File: src/rtl/cavlc_pkg.sv
// Shared constants and types for the CAVLC bitstream front end and its control FSM.
package cavlc_pkg;
  localparam int WORD_W     = 32;
  localparam int WINDOW_W   = 32;
  localparam int NUMSHIFT_W = 5;
  localparam int BUF_W      = 2 * WORD_W;

  typedef logic [6:0] count_t;
endpackage

File: src/rtl/cavlc_shift_align.sv
// Combinational shift-then-append datapath producing the next buffer image and bit count.
module cavlc_shift_align
  import cavlc_pkg::*;
(
  input  logic [BUF_W-1:0]      buf_cur,
  input  count_t                count,
  input  logic                  shift_en,
  input  logic [NUMSHIFT_W-1:0] num_shift,
  input  logic                  load_en,
  input  logic [WORD_W-1:0]     in_data,
  output logic [BUF_W-1:0]      buf_next,
  output count_t                count_next
);

  logic [BUF_W-1:0] buf1;
  count_t           count1;

  always_comb begin
    buf1   = buf_cur;
    count1 = count;
    if (shift_en) begin
      buf1   = buf_cur << num_shift;
      count1 = count - count_t'(num_shift);
    end
    buf_next   = buf1;
    count_next = count1;
    // count1 <= WORD_W whenever a load is allowed, so the word lands right behind the valid bits.
    if (load_en) begin
      buf_next   = buf1 | ({in_data, {WORD_W{1'b0}}} >> count1);
      count_next = count1 + count_t'(WORD_W);
    end
  end

endmodule

File: src/rtl/cavlc_bitstream_shifter.sv
// Bitstream buffer with left-aligned lookahead window; consumes bits on request from the CAVLC control FSM.
module cavlc_bitstream_shifter
  import cavlc_pkg::*;
(
  input  logic                  Clk,
  input  logic                  nReset,
  input  logic                  Flush,
  input  logic                  InValid,
  input  logic [WORD_W-1:0]     InData,
  output logic                  InReady,
  input  logic                  ShiftEn,
  input  logic [NUMSHIFT_W-1:0] NumShift,
  output logic                  BarrelShifterReady,
  output logic [WINDOW_W-1:0]   Window,
  output logic [6:0]            BitCount,
  output logic [31:0]           BitsConsumed,
  output logic                  ShiftErr
);

  // Handshake: a word transfers on a rising edge where InValid && InReady; InReady
  // depends only on registered state, and InData is ignored when not transferred.

  logic [BUF_W-1:0] buf_q, buf_d, buf_aligned;
  count_t           count_q, count_d, count_aligned;
  logic [31:0]      bits_consumed_q, bits_consumed_d;
  logic             shift_err_q, shift_err_d;
  logic             shift_ok, load_ok;

  assign BarrelShifterReady = (count_q >= count_t'(WINDOW_W));
  assign InReady            = (count_q <= count_t'(BUF_W - WORD_W));
  assign Window             = buf_q[BUF_W-1 -: WINDOW_W];
  assign BitCount           = count_q;
  assign BitsConsumed       = bits_consumed_q;
  assign ShiftErr           = shift_err_q;

  assign shift_ok = ShiftEn & BarrelShifterReady;
  assign load_ok  = InValid & InReady;

  cavlc_shift_align u_align (
    .buf_cur    (buf_q),
    .count      (count_q),
    .shift_en   (shift_ok),
    .num_shift  (NumShift),
    .load_en    (load_ok),
    .in_data    (InData),
    .buf_next   (buf_aligned),
    .count_next (count_aligned)
  );

  always_comb begin
    buf_d           = buf_aligned;
    count_d         = count_aligned;
    bits_consumed_d = shift_ok ? bits_consumed_q + 32'(NumShift) : bits_consumed_q;
    shift_err_d     = ShiftEn & ~BarrelShifterReady;
    if (Flush) begin
      buf_d           = '0;
      count_d         = '0;
      bits_consumed_d = '0;
      shift_err_d     = 1'b0;
    end
  end

  always_ff @(posedge Clk or negedge nReset) begin
    if (!nReset) begin
      buf_q           <= '0;
      count_q         <= '0;
      bits_consumed_q <= '0;
      shift_err_q     <= 1'b0;
    end else begin
      buf_q           <= buf_d;
      count_q         <= count_d;
      bits_consumed_q <= bits_consumed_d;
      shift_err_q     <= shift_err_d;
    end
  end

endmodule

File: config.mk
export PLATFORM = sky130hd
export DESIGN_NAME = cavlc_bitstream_shifter
export DESIGN_NICKNAME = d
export VERILOG_FILES = /design/src/rtl/cavlc_pkg.sv /design/src/rtl/cavlc_shift_align.sv /design/src/rtl/cavlc_bitstream_shifter.sv
export SDC_FILE = /design/constraint.sdc
export NUM_CORES = 1
export LEC_CHECK = 0
export ABC_AREA = 1
export CORE_UTILIZATION = 54
export DETAILED_ROUTE_END_ITERATION = 8
export GPL_TIMING_DRIVEN = 0
export PLACE_DENSITY = 0.84
export SYNTH_ARGS = -nofsm -noshare
export SYNTH_HDL_FRONTEND = slang
export SYNTH_HIERARCHICAL = 1
export SYNTH_SLANG_ARGS = --single-unit
File: constraint.sdc
create_clock -name Clk -period 2.31 [get_ports Clk]
set_clock_uncertainty 0.1 [all_clocks]
set_input_delay 0.3465 -clock Clk [delete_from_list [all_inputs] [get_ports Clk]]
set_output_delay 0.3465 -clock Clk [all_outputs]
set_load 0.01 [all_outputs]
==> qor.yml, run 1 <==
clock_network:
  cts_sinks: 104
  ctsRootBufferMaster: "clkbuf_16"
  cts_max_level: 3
  clk_path_buf_depth: 2
  cts_buffers: 9
synthesis:
  syn_area_per_cell_sq_um: 5.54
  ys_warn_count: 6
  yosysSeqAreaShare: 0.211
  synth_cell_types: 53
  synth_area_sq_um: 12300
  ys_seq_elements: 104
  synth_edf_count: 0
  syn_inst: 2224
  syn_nets: 2278
  synthArstFlopShare: 1.00
  synth_ff_type: "dfrtp_1"
run_status:
  failed_stage: "5_1_grt"
  error: "[ERROR GRT-0232] Routing congestion too high. Check the congestion heatmap in the GUI."
  status: "stopped before the end"
placement:
  globalplace.congestion: 1.23
  numPortBuffers: 115
  pre_cts_ws_ps: -1530
  place_area_sq_um: 14000
  dp_hpwl_um: 44400
grt:
  grt_max_degree: 72
  grt.total_usage: 0.757
  grt-ovfl-total: 83
floorplanning:
  ios: 116
  start_util: 0.558
  rows: 54
  die_y_um: 153
  die_w_um: 153
timing:
  worst_endpoint: "buf_q[47]$_DFF_PN0_/D"
  worstEpCategory: "register input"
[repair_timing]
action | in CTS
buffers inserted | 26
pin swaps | 50
hold endpoints to repair | 33
endpoints found under the setup margin | 83
gates resized for setup | 351
hold buffers | 1
cloned | 1
[cells in the mapped netlist, types with 3 or more instances]
master,number,area [sq um]
a21oi_1,19,95.1
a22oi_1,7,52.6
a31oi_1,8,50.1
and2_1,8,50.1
buf_1,23,86.3
buf_2,49,245
buf_4,45,338
buf_6,6,67.6
clkbuf_1,36,135
clkinv_1,3,11.3
dfrtp_1,104,2600
ha_1,10,125
inv_1,194,728
inv_2,6,22.5
mux2i_1,8,80.1
nand2_1,706,2650
nand2_2,15,93.8
nand3_1,523,2620
nand3_2,5,50.1
nand3b_1,8,60.1
nand4_1,11,68.8
nor2_1,232,871
nor2_2,5,31.3
nor2_4,4,45.0
nor3_1,8,40.0
nor3b_1,3,22.5
o211ai_1,7,52.6
o21ai_0,104,521
o21ai_1,11,55.1
o21bai_1,5,37.5
o22ai_1,6,37.5
or2_0,4,25.0
or2_2,12,75.1
[metal layers]
metal  GRT usage  overflow
met3       0.591         0
met4       0.720        30
met1       0.792         0
met2       0.923        53
met5       0.159         0
[cells by family after synthesis]
kind of cell	after synthesis	share of synthesized area
adders and majority gates	12	0.0134
AOI/OAI and AO/OA	176	0.0800
buffers and inverters	364	0.134
xor gates and xnor gates	4	0.00284
and+or+nand+nor	1556	0.553
DFF	104	0.211
muxes	8	0.00650
[metrics by stage]
| stage | hold slack, ps | setup TNS [ps] | cells |
|---|---|---|---|
| CTS | 390 | -17080 | 2662 |
| detailed placement | 233 | -99760 | 2620 |
| global placement | 411 | -430070 | 2619 |
| floorplan | -49.1 | -4400 | 2224 |
==> inputs of run 2 (changes only) <==
--- a/config.mk
+++ b/config.mk
@@ -6,10 +6,10 @@
 export NUM_CORES = 1
 export LEC_CHECK = 0
 export ABC_AREA = 1
-export CORE_UTILIZATION = 54
+export CORE_UTILIZATION = 40
 export DETAILED_ROUTE_END_ITERATION = 8
 export GPL_TIMING_DRIVEN = 0
-export PLACE_DENSITY = 0.84
+export PLACE_DENSITY_LB_ADDON = 0.15
 export SYNTH_ARGS = -nofsm -noshare
 export SYNTH_HDL_FRONTEND = slang
 export SYNTH_HIERARCHICAL = 1
==> constraint.sdc (replaced) <==
create_clock -name Clk -period 3 [get_ports Clk]
set_clock_uncertainty 0.1 [all_clocks]
set_input_delay 0.45 -clock Clk [delete_from_list [all_inputs] [get_ports Clk]]
set_output_delay 0.45 -clock Clk [all_outputs]
set_load 0.01 [all_outputs]
==> run 2 against run 1 <==
The run now ends clean. Synthesized area unchanged. Synthesized cell count did not move.
==> qor.yml, run 2 <==
routing:
  vias: 16191
  ant_nets: 0
  drt_iter0_drc: 1867
  drt_wl_total_um: 63000
  first_pass_iters: 7
  drc: 0
  wire_per_inst_um: 22.9
  viasPerCell: 5.88
finish:
  seq_area_sq_um: 2610
  final_common_cell: "nand2_1"
  final_cell_mix: "nand2_1, nand3_1, nor2_1"
  drive_above_1_share: 0.120
  synthToLayoutAreaGrowth_pct: 21.4
  multiInputGateArea_sq_um: 8480
  largest_register: "buf_q"
  fin_area_sq_um: 15000
  final_util: 0.499
  num_antenna_cells: 0
  final_nets: 2413
  stdcell_count: 2754
  largest_reg_flops: 64
  fill_cells: 3262
clock_network:
  clk_path_buf_depth: 2  # unchanged
  clkSlewWorstSetupHoldPaths_ps: 80
  cts_max_level: 3  # unchanged
  cts_tree: "yes"
  cts_sinks: 104  # unchanged
  ctsRootBufferMaster: "clkbuf_16"
  cts_buffers: 9  # unchanged
  clk_latency_ps: 360
setup_path:
  cpMostUsedCell: "nand3_1"
  cp.arrival_ps: 3080
  start_kind: "register"
  worstSetupEndpointType: "register"
  critPathBufInv: 4
  worstRegToRegCells: 16
  critical_path_class: "register to register"
  cp.required_ps: 3120
  cpPeakStageDelay_ps: 420
  cp_num_cells: 16
  cp_max_fo: 10
  crit_chain: "inv_1 > ha_2 > fa_1 > nand2_1 > o21ai_4 > inv_4 > buf_6 > nand3_1 > nand3_1 > nand3_1 > nand3_1 > nand3_1 > nand2_1 > nand2_1 > inv_1 > nor2_1"
  critPathTopFamily: "simple AND/OR/NAND/NOR gates"
  cp_slowest_cell: "dfrtp_1"
synthesis:
  synth_ff_type: "dfrtp_1"
  ys_warn_count: 6  # unchanged
  synth_area_sq_um: 12300  # unchanged
  synth.most_common_cell: "nand2_1"
  synthArstFlopShare: 1.00  # unchanged
  yosysSeqAreaShare: 0.211  # unchanged
  ys_seq_elements: 104  # unchanged
  synth_edf_count: 0  # unchanged
  synth_common_cells: "nand2_1, nand3_1, nor2_1"
  synthTopCellsByArea: "nand2_1, nand3_1, dfrtp_1"
  synth_cell_types: 53  # unchanged
  syn_area_per_cell_sq_um: 5.54  # unchanged
  syn_nets: 2278  # unchanged
  syn_inst: 2224  # unchanged
  synth_top_area_share: 0.215  # unchanged
  synth_largest_area_cell: "nand2_1"
grt:
  grt-ovfl-total: 0
  grt.total_usage: 0.402
  grt_pass1_wl_um: 92800
  antenna_found_initial: 0
  grt_max_degree: 71
  grt_pass1_vias: 15005
floorplanning:
  die_y_um: 178  # +16%
  core_area_sq_um: 30000
  die_w_um: 178  # +16%
  rows: 63  # +17%
  fp.dieArea_sq_um: 31500
  start_util: 0.412  # -0.146
  ios: 116  # unchanged
timing:
  slew_violations: 0
  finalSetupViolations: 0
  fin_crit_sh: 0.984
  hold_ws_ps: 466
  hold_violations: 0
  tightest_slew_ps: 961
  rsz0062_at_grt: "true"
  slew_headroom: 0.359
  max_freq_mhz: 339
  period_minus_slack_ps: 2950
placement:
  dp_hpwl_um: 50400  # +13%
  globalplace.congestion: 1.10  # -11%
  place_area_sq_um: 14000  # -0.37%
  numPortBuffers: 115  # unchanged
  placed_cells: 2730  # +4.2%
min_path:
  hp-class: "register to register"
  hold_depth: 1
power_and_ir_drop:
  power_leakage_nw: 7.37
  irDropWorstVdd_mv: 0.763
  power.density_nw_per_um2: 1060
run_status:
  status: "finished, final reports clean"
run:
  cap_violations: 0
==> run 2: cell counts after synthesis <==
No cell type changed its count.
==> run 2: path summary, 6_finish.rpt <==
check / startpoint / end / slack (ps)
hold reg to reg: BitsConsumed[0] / BitsConsumed[0] / 470
setup reg to reg: BitCount[0] / buf_q[30] / 50
max in group asynchronous: nReset / buf_q[2] / 1540
min in group asynchronous: nReset / buf_q[63] / 510
setup / recovery: BitCount[0] / buf_q[30] / 50
hold / removal: BitsConsumed[0] / BitsConsumed[0] / 470
==> run 2: layout make-up <==
cell class              instances  area share
repair buffers                126      0.0839
clock buffers                  12      0.0178
clock inverters                 4     0.00376
multi-input cells            1756       0.567
well taps                     390      0.0326
inverters                     205      0.0526
flip-flops and latches        104       0.174
plain buffers                 157      0.0685
==> run 2: worst reg2reg max path, stage by stage, from the launching register on <==
cell	delay (ps)
dfrtp_1	420
inv_1	110
ha_2	200
fa_1	410
nand2_1	120
o21ai_4	140
inv_4	140
buf_6	170
nand3_1	130
nand3_1	190
nand3_1	130
nand3_1	140
nand3_1	150
nand2_1	140
nand2_1	60
inv_1	50
nor2_1	30
==> run 2: where the power goes <==
part | switching, mW | leakage (nW) | internal [mW]
registers | 0.670 | 1.42 | 1.81
logic | 8.00 | 5.79 | 4.04
clock network | 0.576 | 0.160 | 0.726
total | 9.25 | 7.37 | 6.58
==> run 2: kinds of logic (layout without fill, tap and decap cells) <==
kind of cell / after synthesis / in the layout / share of synthesized area
simple gates: 1556 / 1556 / 0.553
buf+inv: 364 / 504 / 0.134
compound gates: 176 / 176 / 0.0800
flops: 104 / 104 / 0.211
fa+ha+maj: 12 / 12 / 0.0134
mux: 8 / 8 / 0.00650
xor+xnor: 4 / 4 / 0.00284
==> run 2: stage by stage <==
stage	total power, mW	setup TNS, ps	worst slack [ps]
after floorplan	9.19	0	102
after CTS	14.8	0	7.70
after detailed placement	13.2	-112180	-1830
after global routing	16.8	-272	-32.5
final	15.8	0	47.9
after global placement	13.1	-400240	-2800
==> run 2: timing repair <==
item / 4_1_cts / 5_1_grt
endpoints found under the hold margin: 34 / 0
hold buffers: 1 / 0
resized for setup: 77 / 109
setup endpoints to repair: 69 / 65
buffers inserted: 6 / 3
pin swaps: 3 / 6
cloned: 0 / 0
==> run 2: routing by layer <==
layer  GRT usage  up-vias  wire, um
met2       0.630     1009     27600
met5           0        -         0
li1            -     7448         -
met4       0.238        0      4200
met1       0.518     7511     24900
met3      0.0656      223      6360
Note: power is estimated with default switching activity, not from simulation.
==> inputs of run 3 (changes only) <==
--- a/config.mk
+++ b/config.mk
@@ -6,7 +6,7 @@
 export NUM_CORES = 1
 export LEC_CHECK = 0
 export ABC_AREA = 1
-export CORE_UTILIZATION = 40
+export CORE_UTILIZATION = 45
 export DETAILED_ROUTE_END_ITERATION = 8
 export GPL_TIMING_DRIVEN = 0
 export PLACE_DENSITY_LB_ADDON = 0.15
==> run 3 against run 2 <==
The flow now finishes with violations (negative hold slack). First-iteration DRC count grew 23%. Clock-buffer cell count is 3 lower. Global-route usage grew 2.3 points. Flip-flop and latch count unchanged. Setup slack improved by 24 ps. Clock power increased by 5%. Cell count down 1.6%. Wire length decreased by 3.9%. Critical path type unchanged. Combinational power barely moved. Largest power group unchanged. Via count increased by 1.9%. Critical path depth unchanged. Utilization up 5.8 points.
==> qor.yml, run 3 (synthesis gave the netlist of run 2 again) <==
setup_path:
  cpPeakStageDelay_ps: 540  # +120 ps
  startpoint: "BitCount[0]"
  cp_num_cells: 16  # unchanged
  critPathBufInv: 4  # unchanged
  cp.arrival_ps: 3110  # +30 ps
  cpMostUsedCell: "nor2_1"
  worstRegToRegCells: 16  # unchanged
  critPathTopFamily: "simple AND/OR/NAND/NOR gates"
  cp_slowest_cell: "fa_2"
  cp_max_fo: 10  # unchanged
  worstSetupEndpointType: "register"
  start_kind: "register"
  r2r_start: "BitCount[0]"
  critical_path_class: "register to register"
  cp.required_ps: 3190  # +70 ps
  crit_chain: "inv_1 > ha_2 > fa_2 > nand2_2 > o21ai_4 > inv_4 > buf_6 > nand3_1 > nand3_1 > nand3_2 > nand3_2 > nor2_1 > nor2_1 > nand2_1 > inv_1 > nor2_1"
power_and_ir_drop:
  power_leakage_nw: 7.40  # +0.37%
  p_int_mw: 6.63  # +0.84%
  seqPwrFrac: 0.155  # -0.002
  sw_frac_of_total: 0.582  # -0.00214
  power.density_nw_per_um2: 1060  # +0.19%
  power_frac_comb: 0.759  # -0.002
  p_sw_mw: 9.25  # about the same
  irDropWorstVdd_mv: 0.852  # +12%
  p_clk_frac: 0.086  # +0.004
placement:
  placed_cells: 2681  # -1.8%
  globalplace.congestion: 1.13  # +3.6%
  numPortBuffers: 115  # unchanged
  dp_hpwl_um: 47900  # -4.8%
  pre_cts_ws_ps: -1750  # +79.5 ps
timing:
  hold_violations: 3  # +3
  tightest_slew_ps: 912  # -48.8 ps
  finalSetupViolations: 0  # unchanged
  max_freq_mhz: 342  # +0.82%
  slew_headroom: 0.392  # +0.0325
  layout_setup_ws_ps: 71.8  # +23.9 ps
  period_minus_slack_ps: 2930  # -23.9 ps
  fin_crit_sh: 0.976  # -0.00798
  hold_ws_ps: -1.87  # -468 ps
  slew_violations: 0  # unchanged
  rsz0062_at_grt: "true"
floorplanning:
  rows: 60  # -4.8%
  die_w_um: 168  # -5.7%
  fp.dieArea_sq_um: 28100  # -11%
  die_y_um: 168  # -5.7%
  ios: 116  # unchanged
  core_area_sq_um: 26900  # -10%
  start_util: 0.459  # +0.0471
clock_network:
  cts_buffers: 9  # unchanged
  cts_tree: "yes"
  cts_hold_buf: 0  # -1
  ctsRootBufferMaster: "clkbuf_16"
  cts_max_level: 3  # unchanged
  clk_latency_ps: 360  # about the same
  clk_path_buf_depth: 2  # unchanged
  clkSlewWorstSetupHoldPaths_ps: 90  # about the same
  cts_sinks: 104  # unchanged
routing:
  drt-met1-wl_um: 22700  # -8.8%
  viasPerCell: 6.09  # +3.6%
  met3_length_um: 6670  # +4.9%
  wire_per_inst_um: 22.4  # -2.3%
  drt_wl_total_um: 60600  # -3.9%
  drt_iter0_drc: 2294  # +23%
  top_layer: "met4"
  drc: 0  # unchanged
  dr_wl_met2_um: 26700  # -3.2%
  first_pass_iters: 8  # +1
  ant_nets: 0  # unchanged
  vias: 16498  # +1.9%
finish:
  final_nets: 2417  # +0.17%
  drive_above_1_share: 0.127  # +0.00740
  final_cell_mix: "nand2_1, nand3_1, nor2_1"
  largest_register: "buf_q"
  largest_reg_flops: 64  # unchanged
  synthToLayoutAreaGrowth_pct: 21.5
  num_antenna_cells: 0  # unchanged
  stdcell_count: 2709  # -1.6%
  fill_cells: 2847  # -13%
  final_common_cell: "nand2_1"
grt:
  grt_pass1_vias: 15197  # +1.3%
  antenna_found_initial: 0  # unchanged
  grt_max_degree: 61  # -14%
  grt_pass1_wl_um: 89400  # -3.7%
  grt.total_usage: 0.424  # +0.0226
  grt-ovfl-total: 0  # unchanged
run_status:
  violations: "negative hold slack"
  status: "finished, violations left"
min_path:
  hp-class: "primary input to async pin"
run:
  cap_violations: 0  # unchanged
run 3: metal layers:
metal	global-route usage	vias up
met1	0.522	7588
met3	0.0830	279
met2	0.677	1164
li1	-	7467
met5	0	-
met4	0.278	0
run 3: worst register-to-register path, cell delays in order, from the launching register on:
cell	delay (ps)
dfrtp_1	410
inv_1	100
ha_2	210
fa_2	540
nand2_2	80
o21ai_4	170
inv_4	100
buf_6	170
nand3_1	130
nand3_1	160
nand3_2	130
nand3_2	120
nor2_1	200
nor2_1	70
nand2_1	60
inv_1	40
nor2_1	70
run 3: power by group through the flow:
| stage | sequential, mW | combinational (mW) | clock, mW |
|---|---|---|---|
| detailed placement | 2.43 | 10.6 | 0 |
| CTS | 2.41 | 10.8 | 1.38 |
| finish | 2.46 | 12.0 | 1.37 |
| floorplan | 2.13 | 7.06 | 0 |
| global route | 2.48 | 12.9 | 1.43 |
| global placement | 2.43 | 10.5 | 0 |
run 3: what timing repair did:
action                     CTS  global route
gates cloned                 0             1
pin swaps                    2             9
setup buffers                6             7
resized for setup           53           128
setup endpoints to repair   69            62
run 3: path summary, 6_finish.rpt:
path	endpoint	slack, ps
worst max-delay path	buf_q[53]	70
worst min-delay path	BitsConsumed[27]	-2
worst max register to register	buf_q[53]	70
worst min register to register	BitsConsumed[2]	460
max in group asynchronous	buf_q[1]	2070
min in group Clk	BitsConsumed[2]	460
run 3: per-stage QoR:
stage | area (sq um) | setup TNS (ps) | power (mW) | utilization
2_1_floorplan | 12300 | 0 | 9.19 | -
3_3_place_gp | 13900 | -383850 | 12.9 | 0.517
3_5_place_dp | 13900 | -106410 | 13.0 | 0.518
4_1_cts | 14500 | -1.53 | 14.6 | 0.539
5_1_grt | 15000 | -39.0 | 16.8 | 0.557
6_report | 15000 | 0 | 15.9 | 0.557
run 3: area by class of cell:
type                    instances  area [sq um]  share of cell area
clock buffers                   9           225              0.0150
well taps                     341           427              0.0285
inverters                     205           785              0.0524
multi-input cells            1757          8550               0.571
flip-flops and latches        104          2600               0.174
repair buffers                129          1270              0.0847
clock inverters                 7           126             0.00843
plain buffers                 157           995              0.0664
